[src/rtl/stepper_multi_sequencer.sv]
// Multi-channel step/dir stepper sequencer: synchronises step/dir pins, enforces a minimum
// step spacing, tracks a signed position and drives each channel's coils from an 8-entry phase table.
module stepper_multi_sequencer #(
    parameter int unsigned N_CH        = 2,
    parameter int unsigned POS_W       = 16,
    parameter int unsigned SYNC_STAGES = 2,
    parameter int unsigned MIN_GAP     = 4
) (
    input  logic                  clk_i,
    input  logic                  rst_i,
    input  logic [N_CH-1:0]       en_i,
    input  logic [N_CH-1:0]       step_in_i,
    input  logic [N_CH-1:0]       dir_in_i,
    input  logic [2*N_CH-1:0]     mode_i,
    input  logic                  err_clr_i,
    output logic [4*N_CH-1:0]     coil_out_o,
    output logic [POS_W*N_CH-1:0] position_o,
    output logic [N_CH-1:0]       step_err_o
);
    localparam int unsigned GAP_W = (MIN_GAP > 2) ? $clog2(MIN_GAP) : 1;
    // MIN_GAP of 0 or 1 never blocks a step, so the counter simply stays at zero.
    localparam logic [GAP_W-1:0] GAP_LOAD = (MIN_GAP > 0) ? GAP_W'(MIN_GAP - 1) : '0;

    typedef enum logic [1:0] {ModeWave, ModeFull, ModeHalf, ModeHold} mode_e;

    function automatic logic [3:0] coil_table(input logic [2:0] ph);
        logic [3:0] c;
        unique case (ph)
            3'd0:    c = 4'b0001;
            3'd1:    c = 4'b0011;
            3'd2:    c = 4'b0010;
            3'd3:    c = 4'b0110;
            3'd4:    c = 4'b0100;
            3'd5:    c = 4'b1100;
            3'd6:    c = 4'b1000;
            default: c = 4'b1001;
        endcase
        return c;
    endfunction

    // Wave lands on even phases and full on odd ones, so the stride depends on the current parity.
    function automatic logic [2:0] next_phase(input logic [2:0] ph, input mode_e md,
                                              input logic fwd);
        logic [2:0] stride;
        unique case (md)
            ModeHalf: stride = 3'd1;
            ModeWave: stride = ph[0] ? 3'd1 : 3'd2;
            ModeFull: stride = ph[0] ? 3'd2 : 3'd1;
            default:  stride = 3'd0;
        endcase
        return fwd ? ph + stride : ph - stride;
    endfunction

    for (genvar i = 0; i < N_CH; i++) begin : g_ch
        logic [SYNC_STAGES-1:0] step_sync_q;
        logic [SYNC_STAGES-1:0] dir_sync_q;
        logic                   step_dly_q;
        logic [2:0]             phase_q, phase_d;
        logic [POS_W-1:0]       pos_q, pos_d;
        logic [GAP_W-1:0]       gap_q, gap_d;
        logic                   err_q, err_d;
        logic [3:0]             coil_q, coil_d;
        logic                   step_ev, fwd, active, accept, reject;
        mode_e                  mode;

        assign mode    = mode_e'(mode_i[2*i +: 2]);
        assign step_ev = step_sync_q[SYNC_STAGES-1] & ~step_dly_q;
        assign fwd     = dir_sync_q[SYNC_STAGES-1];
        assign active  = step_ev & en_i[i] & (mode != ModeHold);
        assign accept  = active & (gap_q == '0);
        assign reject  = active & (gap_q != '0);

        always_comb begin
            phase_d = phase_q;
            pos_d   = pos_q;
            gap_d   = gap_q;
            if (gap_q != '0) begin
                gap_d = gap_q - GAP_W'(1);
            end
            if (accept) begin
                phase_d = next_phase(phase_q, mode, fwd);
                pos_d   = fwd ? pos_q + POS_W'(1) : pos_q - POS_W'(1);
                gap_d   = GAP_LOAD;
            end
            err_d  = (err_q & ~err_clr_i) | reject;
            coil_d = en_i[i] ? coil_table(phase_d) : 4'b0000;
        end

        always_ff @(posedge clk_i) begin
            if (rst_i) begin
                step_sync_q <= '0;
                dir_sync_q  <= '0;
                step_dly_q  <= 1'b0;
                phase_q     <= '0;
                pos_q       <= '0;
                gap_q       <= '0;
                err_q       <= 1'b0;
                coil_q      <= '0;
            end else begin
                step_sync_q <= {step_sync_q[SYNC_STAGES-2:0], step_in_i[i]};
                dir_sync_q  <= {dir_sync_q[SYNC_STAGES-2:0], dir_in_i[i]};
                step_dly_q  <= step_sync_q[SYNC_STAGES-1];
                phase_q     <= phase_d;
                pos_q       <= pos_d;
                gap_q       <= gap_d;
                err_q       <= err_d;
                coil_q      <= coil_d;
            end
        end

        assign coil_out_o[4*i +: 4]         = coil_q;
        assign position_o[POS_W*i +: POS_W] = pos_q;
        assign step_err_o[i]                = err_q;
    end
endmodule
[config.mk]
export PLATFORM = sky130hd
export DESIGN_NAME = stepper_multi_sequencer
export DESIGN_NICKNAME = d
export VERILOG_FILES = /design/src/rtl/stepper_multi_sequencer.sv
export SDC_FILE = /design/constraint.sdc
export NUM_CORES = 1
export LEC_CHECK = 0
export BUFFER_PORTS_ARGS = -buffer_cell sky130_fd_sc_hd__buf_2
export CAP_MARGIN = 25
export CORE_MARGIN = 4
export CORE_UTILIZATION = 45
export CTS_CLUSTER_SIZE = 25
export DETAILED_ROUTE_END_ITERATION = 12
export GPL_ROUTABILITY_DRIVEN = 0
export PLACE_DENSITY = 0.67
export SETUP_SLACK_MARGIN = 0.4
export SLEW_MARGIN = 20
export SYNTH_ARGS = -nofsm -noshare
export SYNTH_HDL_FRONTEND = slang
export SYNTH_SLANG_ARGS = --single-unit
[constraint.sdc]
create_clock -name clk_i -period 2.35 [get_ports clk_i]
set_input_delay 0.1175 -clock clk_i [delete_from_list [all_inputs] [get_ports clk_i]]
set_output_delay 0.1175 -clock clk_i [all_outputs]
set_load 0.01 [all_outputs]
=== Word level (Yosys, flattened, before mapping) ===
Cells that the tools add are included.

* $add $sub $neg: 10
* $mul: 0
* Div/mod/pow operators: 0
* $lt $le $gt $ge: 0
* Equality and inequality tests: 18
* Shift operators: 0
* Multiplexer cells: 20
* Bitwise gates (word level): 19
* Reductions and logical operators: 12

{| class="wikitable"
|+ Operators by type and width
! operator !! count
|-
| $pmux W4 S7 || 2
|-
| $add A16 B1 Y16 const B || 2
|-
| $mux W16 || 2
|-
| $sub A16 B1 Y16 const B || 2
|-
| $eq A3 B3 Y1 const B || 6
|-
| $mux W3 || 6
|-
| $mux W2 || 8
|-
| $and A1 B1 Y1 || 12
|-
| $eq A3 B2 Y1 const B || 4
|-
| $pmux W2 S3 || 2
|-
| $logic_not A2 Y1 || 4
|-
| $reduce_bool A2 Y1 || 4
|-
| $add A3 B3 Y3 || 2
|-
| $eq A3 B1 Y1 const B || 2
|-
| $logic_not A3 Y1 || 2
|-
| $sub A3 B3 Y3 || 2
|-
| $not A1 Y1 || 5
|-
| $eq A2 B1 Y1 const B || 2
|-
| $eq A2 B2 Y1 const B || 2
|-
| $ne A2 B2 Y1 const B || 2
|-
| $reduce_or A2 Y1 || 2
|-
| $sub A2 B1 Y2 const B || 2
|-
| $or A1 B1 Y1 || 2
|}

* Flip-flop bits (word level): 62
* Latch bits: 0
* RAM bits: 0
* Memory bits (read-only): 0
* Input port bits: 13
* Output and inout port bits: 42
* Logic and storage cells: 95
* Memories: 0

=== Logic depth before layout (Yosys ltp) ===
* Word-level depth: 11
* Depth in mapped cells: 13
* Mapped depth without buffers: 13

=== Worst setup path after synthesis ===
Ideal clock, no wire load.

* Path type: register to register
* From: register g_ch[0].phase_q[0]
* To: register g_ch[0].coil_q[0]
* Library setup time: 114 ps
* Arrival: 2432 ps
* Required time: 2236 ps
* Setup slack: -197 ps
* Stages on the path, launching flop included: 13
* Buffers on the path: 0
* Clock period less this slack: 2547 ps
* Path through: dfxtp_1 -> inv_1 -> nor2_1 -> or3_1 -> ha_1 -> nand2_1 -> o21ai_0 -> fa_1 -> xnor2_1 -> nor2_1 -> xnor2_1 -> mux2i_1 -> nor2_1

* Cells in the longest elaborated chain, start to end: 8
* Elaborated cells between the ends (all ways): 16
* Those cells by class: add/sub: 2; eq/ne: 6; mux: 7; reduce/logical: 1

{| class="wikitable"
|+ RTL lines
! item !! RTL line !! source
|-
| start, declared || 58 || <nowiki>logic [2:0] phase_q, phase_d;</nowiki>
|-
| start signal, assigned || 103 || <nowiki>phase_q <= phase_d;</nowiki>
|-
| $mux W2, on equally long branches || 48, 47 ||
|-
| $pmux W2 S3 || 45 || <nowiki>unique case (md)</nowiki>
|-
| $mux W3 || 80 || <nowiki>if (accept) begin</nowiki>
|-
| $sub A3 B3 Y3 or $add A3 B3 Y3 (tied branches) || 51 || <nowiki>return fwd ? ph + stride : ph - stride;</nowiki>
|-
| $mux W3 || 51 ||
|-
| $mux W3 * || 80 ||
|-
| $eq A3 B3 Y1 (tied with other cells) || 28 || <nowiki>unique case (ph)</nowiki>
|-
| $pmux W4 S7 * || 28 ||
|-
| end signal, assigned || 107 || <nowiki>coil_q <= coil_d;</nowiki>
|-
| end, declared || 62 || <nowiki>logic [3:0] coil_q, coil_d;</nowiki>
|}

Every way passes the cells marked *; elsewhere a longest branch is shown, timed or not. The select of a mux whose other input is x is not followed.
A chain may end at the register's enable or synchronous reset.

=== Final worst setup path ===
* From: register g_ch[1].phase_q[0]
* To: register g_ch[1].coil_q[2]

* Cells in the longest elaborated chain, start to end: 8
* Elaborated cells between the ends (all ways): 16
* Those cells by class: add/sub: 2; eq/ne: 6; mux: 7; reduce/logical: 1

{| class="wikitable"
|+ RTL lines
! item !! RTL line
|-
| start, declared || 58
|-
| start signal, assigned || 103
|-
| $mux W2, on equally long branches || 48, 47
|-
| $pmux W2 S3 || 45
|-
| $mux W3 || 80
|-
| $sub A3 B3 Y3 or $add A3 B3 Y3 (tied branches) || 51
|-
| $mux W3 || 51
|-
| $mux W3 * || 80
|-
| $eq A3 B3 Y1 (tied with other cells) || 28
|-
| $pmux W4 S7 * || 28
|-
| end signal, assigned || 107
|-
| end, declared || 62
|}

Marked as above.

==> impl_metrics.yaml <==
pwr:
  power_density_mw_per_mm2: 623
  switching_power_mw: 1.14
  pwr-share-comb: 0.351
  p_leak_nw: 2.43
  p_sw_frac: 0.324
  p_seq_frac: 0.337
  pwr-share-clk: 0.312
  p_int_mw: 2.37
  peakVddDrop_uv: 436
yosys:
  yosysUniqueCellTypes: 50
  synth_top_area_frac: 0.340
  synth_common_cells: "62 x dfxtp_1, 57 x nand2_1, 54 x a21oi_1, 52 x nor2_1, 32 x ha_1"
  synth_fp_nets: 492
  yosysMostFrequentCell: "dfxtp_1"
  ys_ff_latch: 62
  syn_area_per_cell_um2: 8.25
  ys.flop_type: "dfxtp_1"
  synth_largest_area_cell: "dfxtp_1"
  synth_edf_count: 0
  syn_area_mm2: 0.00365
  netlist_instances: 443
  async_flop_share: 0
  synthTopCellsByArea: "dfxtp_1 34%, ha_1 11%, a21oi_1 7.4%, nand2_1 5.9%, nor2_1 5.3%"
  yosys_warnings: 0
  seq_area_frac_synth: 0.340
floorplan:
  die-height_um: 98.1
  core_area_mm2: 0.00781
  dieArea_mm2: 0.00963
  pin_count: 55
  rows: 32
  die_w_um: 98.1
  start_util: 0.468
worst_hold_path:
  timing.hold.worst.class: "in -> reg"
worst_setup_path:
  worstPathArrival_ps: 2670
  critPathBufInv: 1
  cpMaxStageDelayCell: "dfxtp_4"
  endpoint_kind: "register"
  path_cells: "inv_2 > nor2_2 > or3_4 > ha_4 > nand2_2 > o21ai_2 > fa_2 > xnor2_2 > nor2_2 > xnor2_2 > mux2i_1 > nor2_1"
  critPathLaunchType: "register"
  cpPeakStageDelay_ps: 360
  crit_path_max_fanout: 5
  cp_top_family: "adder cells"
  crit_required_ps: 2580
  path_class: "reg -> reg"
cts:
  clock_latency_ps: 340
  path_clk_slew_ps: 80
  cts_buffer_depth: 2
  cts.sinks: 62
  cts_tree: "built"
  h-tree-depth: 3
  cts_buffers: 9
  clock-root-buffer: "clkbuf_8"
drt:
  drt-total-wl_mm: 10.4
  drtIter0Drc: 97
  wl_met2_mm: 5.27
  wl_met3_um: 282
  remaining_drc_errors: 0
  dr.pass1.iters: 4
  wl_per_cell_um: 15.1
  wl_met1_mm: 4.58
  vias_per_cell: 5.33
  via_count: 3654
  ant_nets: 0
  highest_layer: "met4"
final_layout:
  fin_nets: 627
  fin_cells: 685
  nFillCells: 569
  antenna_cells: 0
  register_area_mm2: 0.00125
  multi_input_area_mm2: 0.00296
  drive_gt1_frac: 0.449
  syn_to_final_growth_pct: 53.8
  stdcell_area_mm2: 0.00562
flow_run:
  cap_viol_max_count: 0
sta:
  slew_headroom: 0.565
  tightest_slew_ps: 650
  setup_ws_ps: -82.7
  hold_violations: 0
  fin_crit_sh: 1.04
  period_needed_ps: 2430
  finalSetupViolations: 9
  rsz0062_at_grt: "true"
  drv_slew: 0
  fin_skew_ps: 9.88
  max_freq_mhz: 411
grt:
  grt_use_total: 0.206
  grt_overflow: 0
  antenna_found_initial: 0
  grt_pass1_wl_mm: 16.5
  grt_max_degree: 33
  grt_pass1_vias: 3604
run_status:
  status: "finished with violations"
  violations: "setup timing"
place:
  place_area_mm2: 0.00464
  dpl.cell_count: 650
  numPortBuffers: 54
  dp_hpwl_mm: 6.63
-- layout make-up --
type / instances / share of cell area
clock inverters: 7 / 0.0185
inverters: 11 / 0.00980
well taps: 102 / 0.0227
multi-input cells: 352 / 0.527
flip-flops and latches: 62 / 0.223
repair buffers: 142 / 0.176
clock buffers: 9 / 0.0220
-- state kept, by name, summed over array words and instances (netlist names) --
name	cells
g_ch.dir_sync_q	4
g_ch.pos_q	32
g_ch.step_sync_q	4
g_ch.coil_q	8
g_ch.err_q	2
g_ch.gap_q	4
g_ch.phase_q	6
g_ch.step_dly_q	2
-- worst register-to-register path, stage by stage, from the launching register on --
cell and delay, ps:
dfxtp_4 360, inv_2 70, nor2_2 50, or3_4 350
ha_4 250, nand2_2 50, o21ai_2 50, fa_2 350
xnor2_2 150, nor2_2 70, xnor2_2 280, mux2i_1 230
nor2_1 60
-- power by group through the flow --
stage	Clock (mW)	Combinational (mW)	Sequential, mW
floorplan	0	0.644	1.21
global placement	0	0.940	1.20
detailed placement	0	0.961	1.20
CTS	1.10	1.10	1.18
global route	1.17	1.34	1.19
finish	1.09	1.23	1.18
-- cell usage in the layout (no fill, tap or decap), types with 4 or more instances in the layout --
cell type | Yosys | layout
inv_1 | 11 | 7
buf_2 | 1 | 54
o21a_1 | 6 | 6
nor3_1 | 5 | 5
buf_4 | 2 | 76
o21ai_2 | 0 | 4
o21ai_1 | 2 | 10
nor2b_1 | 18 | 17
nor2_2 | 1 | 6
fa_2 | 0 | 4
nand2_1 | 57 | 54
xor2_1 | 7 | 6
dfxtp_1 | 62 | 57
ha_4 | 0 | 25
nor2_1 | 52 | 45
xnor2_1 | 22 | 13
nand3_1 | 4 | 4
o21ai_0 | 16 | 4
a211oi_1 | 13 | 6
mux2i_1 | 6 | 4
a21oi_2 | 1 | 17
xnor2_2 | 0 | 9
a21o_1 | 14 | 14
a211oi_2 | 0 | 6
ha_1 | 32 | 6
a21oi_1 | 54 | 38
buf_6 | 0 | 8
clkbuf_8 | 0 | 9
-- metrics by stage --
| stage | power (mW) | worst slack, ps | setup TNS (ps) | util | hold slack, ps |
|---|---|---|---|---|---|
| after CTS | 3.39 | -19.9 | -39.4 | 0.681 | 25.3 |
| after global routing | 3.71 | -244 | -2040 | 0.720 | 42.9 |
| final | 3.50 | -82.7 | -280 | 0.720 | 45.1 |
| after global placement | 2.14 | -117 | -1090 | 0.594 | 331 |
| after floorplan | 1.85 | -171 | -1130 | - | 246 |
| after detailed placement | 2.16 | -197 | -2170 | 0.594 | 336 |
-- cell families (layout without fill, tap and decap cells) --
kind of cell | after synthesis | count (layout) | synth area share
AOI/OAI and AO/OA | 127 | 127 | 0.223
adders and majority gates | 36 | 36 | 0.131
and+or+nand+nor | 154 | 154 | 0.188
buffers and inverters | 29 | 169 | 0.0322
xor gates and xnor gates | 29 | 29 | 0.0695
muxes | 6 | 6 | 0.0164
DFF | 62 | 62 | 0.340
-- per-layer routing --
layer | GRT usage | vias up
met4 | 0.0682 | 0
met5 | 0 | -
li1 | - | 1827
met3 | 0.0329 | 22
met2 | 0.372 | 64
met1 | 0.249 | 1741
-- final timing paths --
kind	startpoint	end	slack, ps	cells past startpoint
worst min register to register	g_ch[1].step_sync_q[0]	g_ch[1].step_sync_q[1]	440	1
worst max-delay path	g_ch[1].phase_q[0]	g_ch[1].coil_q[2]	-80	12
worst min-delay path	step_in_i[0]	g_ch[0].step_sync_q[0]	50	2
worst max register to register	g_ch[1].phase_q[0]	g_ch[1].coil_q[2]	-80	12
-- repair_timing --
action | CTS | global route
endpoints found under the setup margin | 33 | 33
hold buffers | 2 | 0
setup buffers | 12 | 5
endpoints found under the hold margin | 2 | 0
pin swaps | 56 | 22
gates resized for setup | 64 | 49
(Power assumes the default switching activity.)
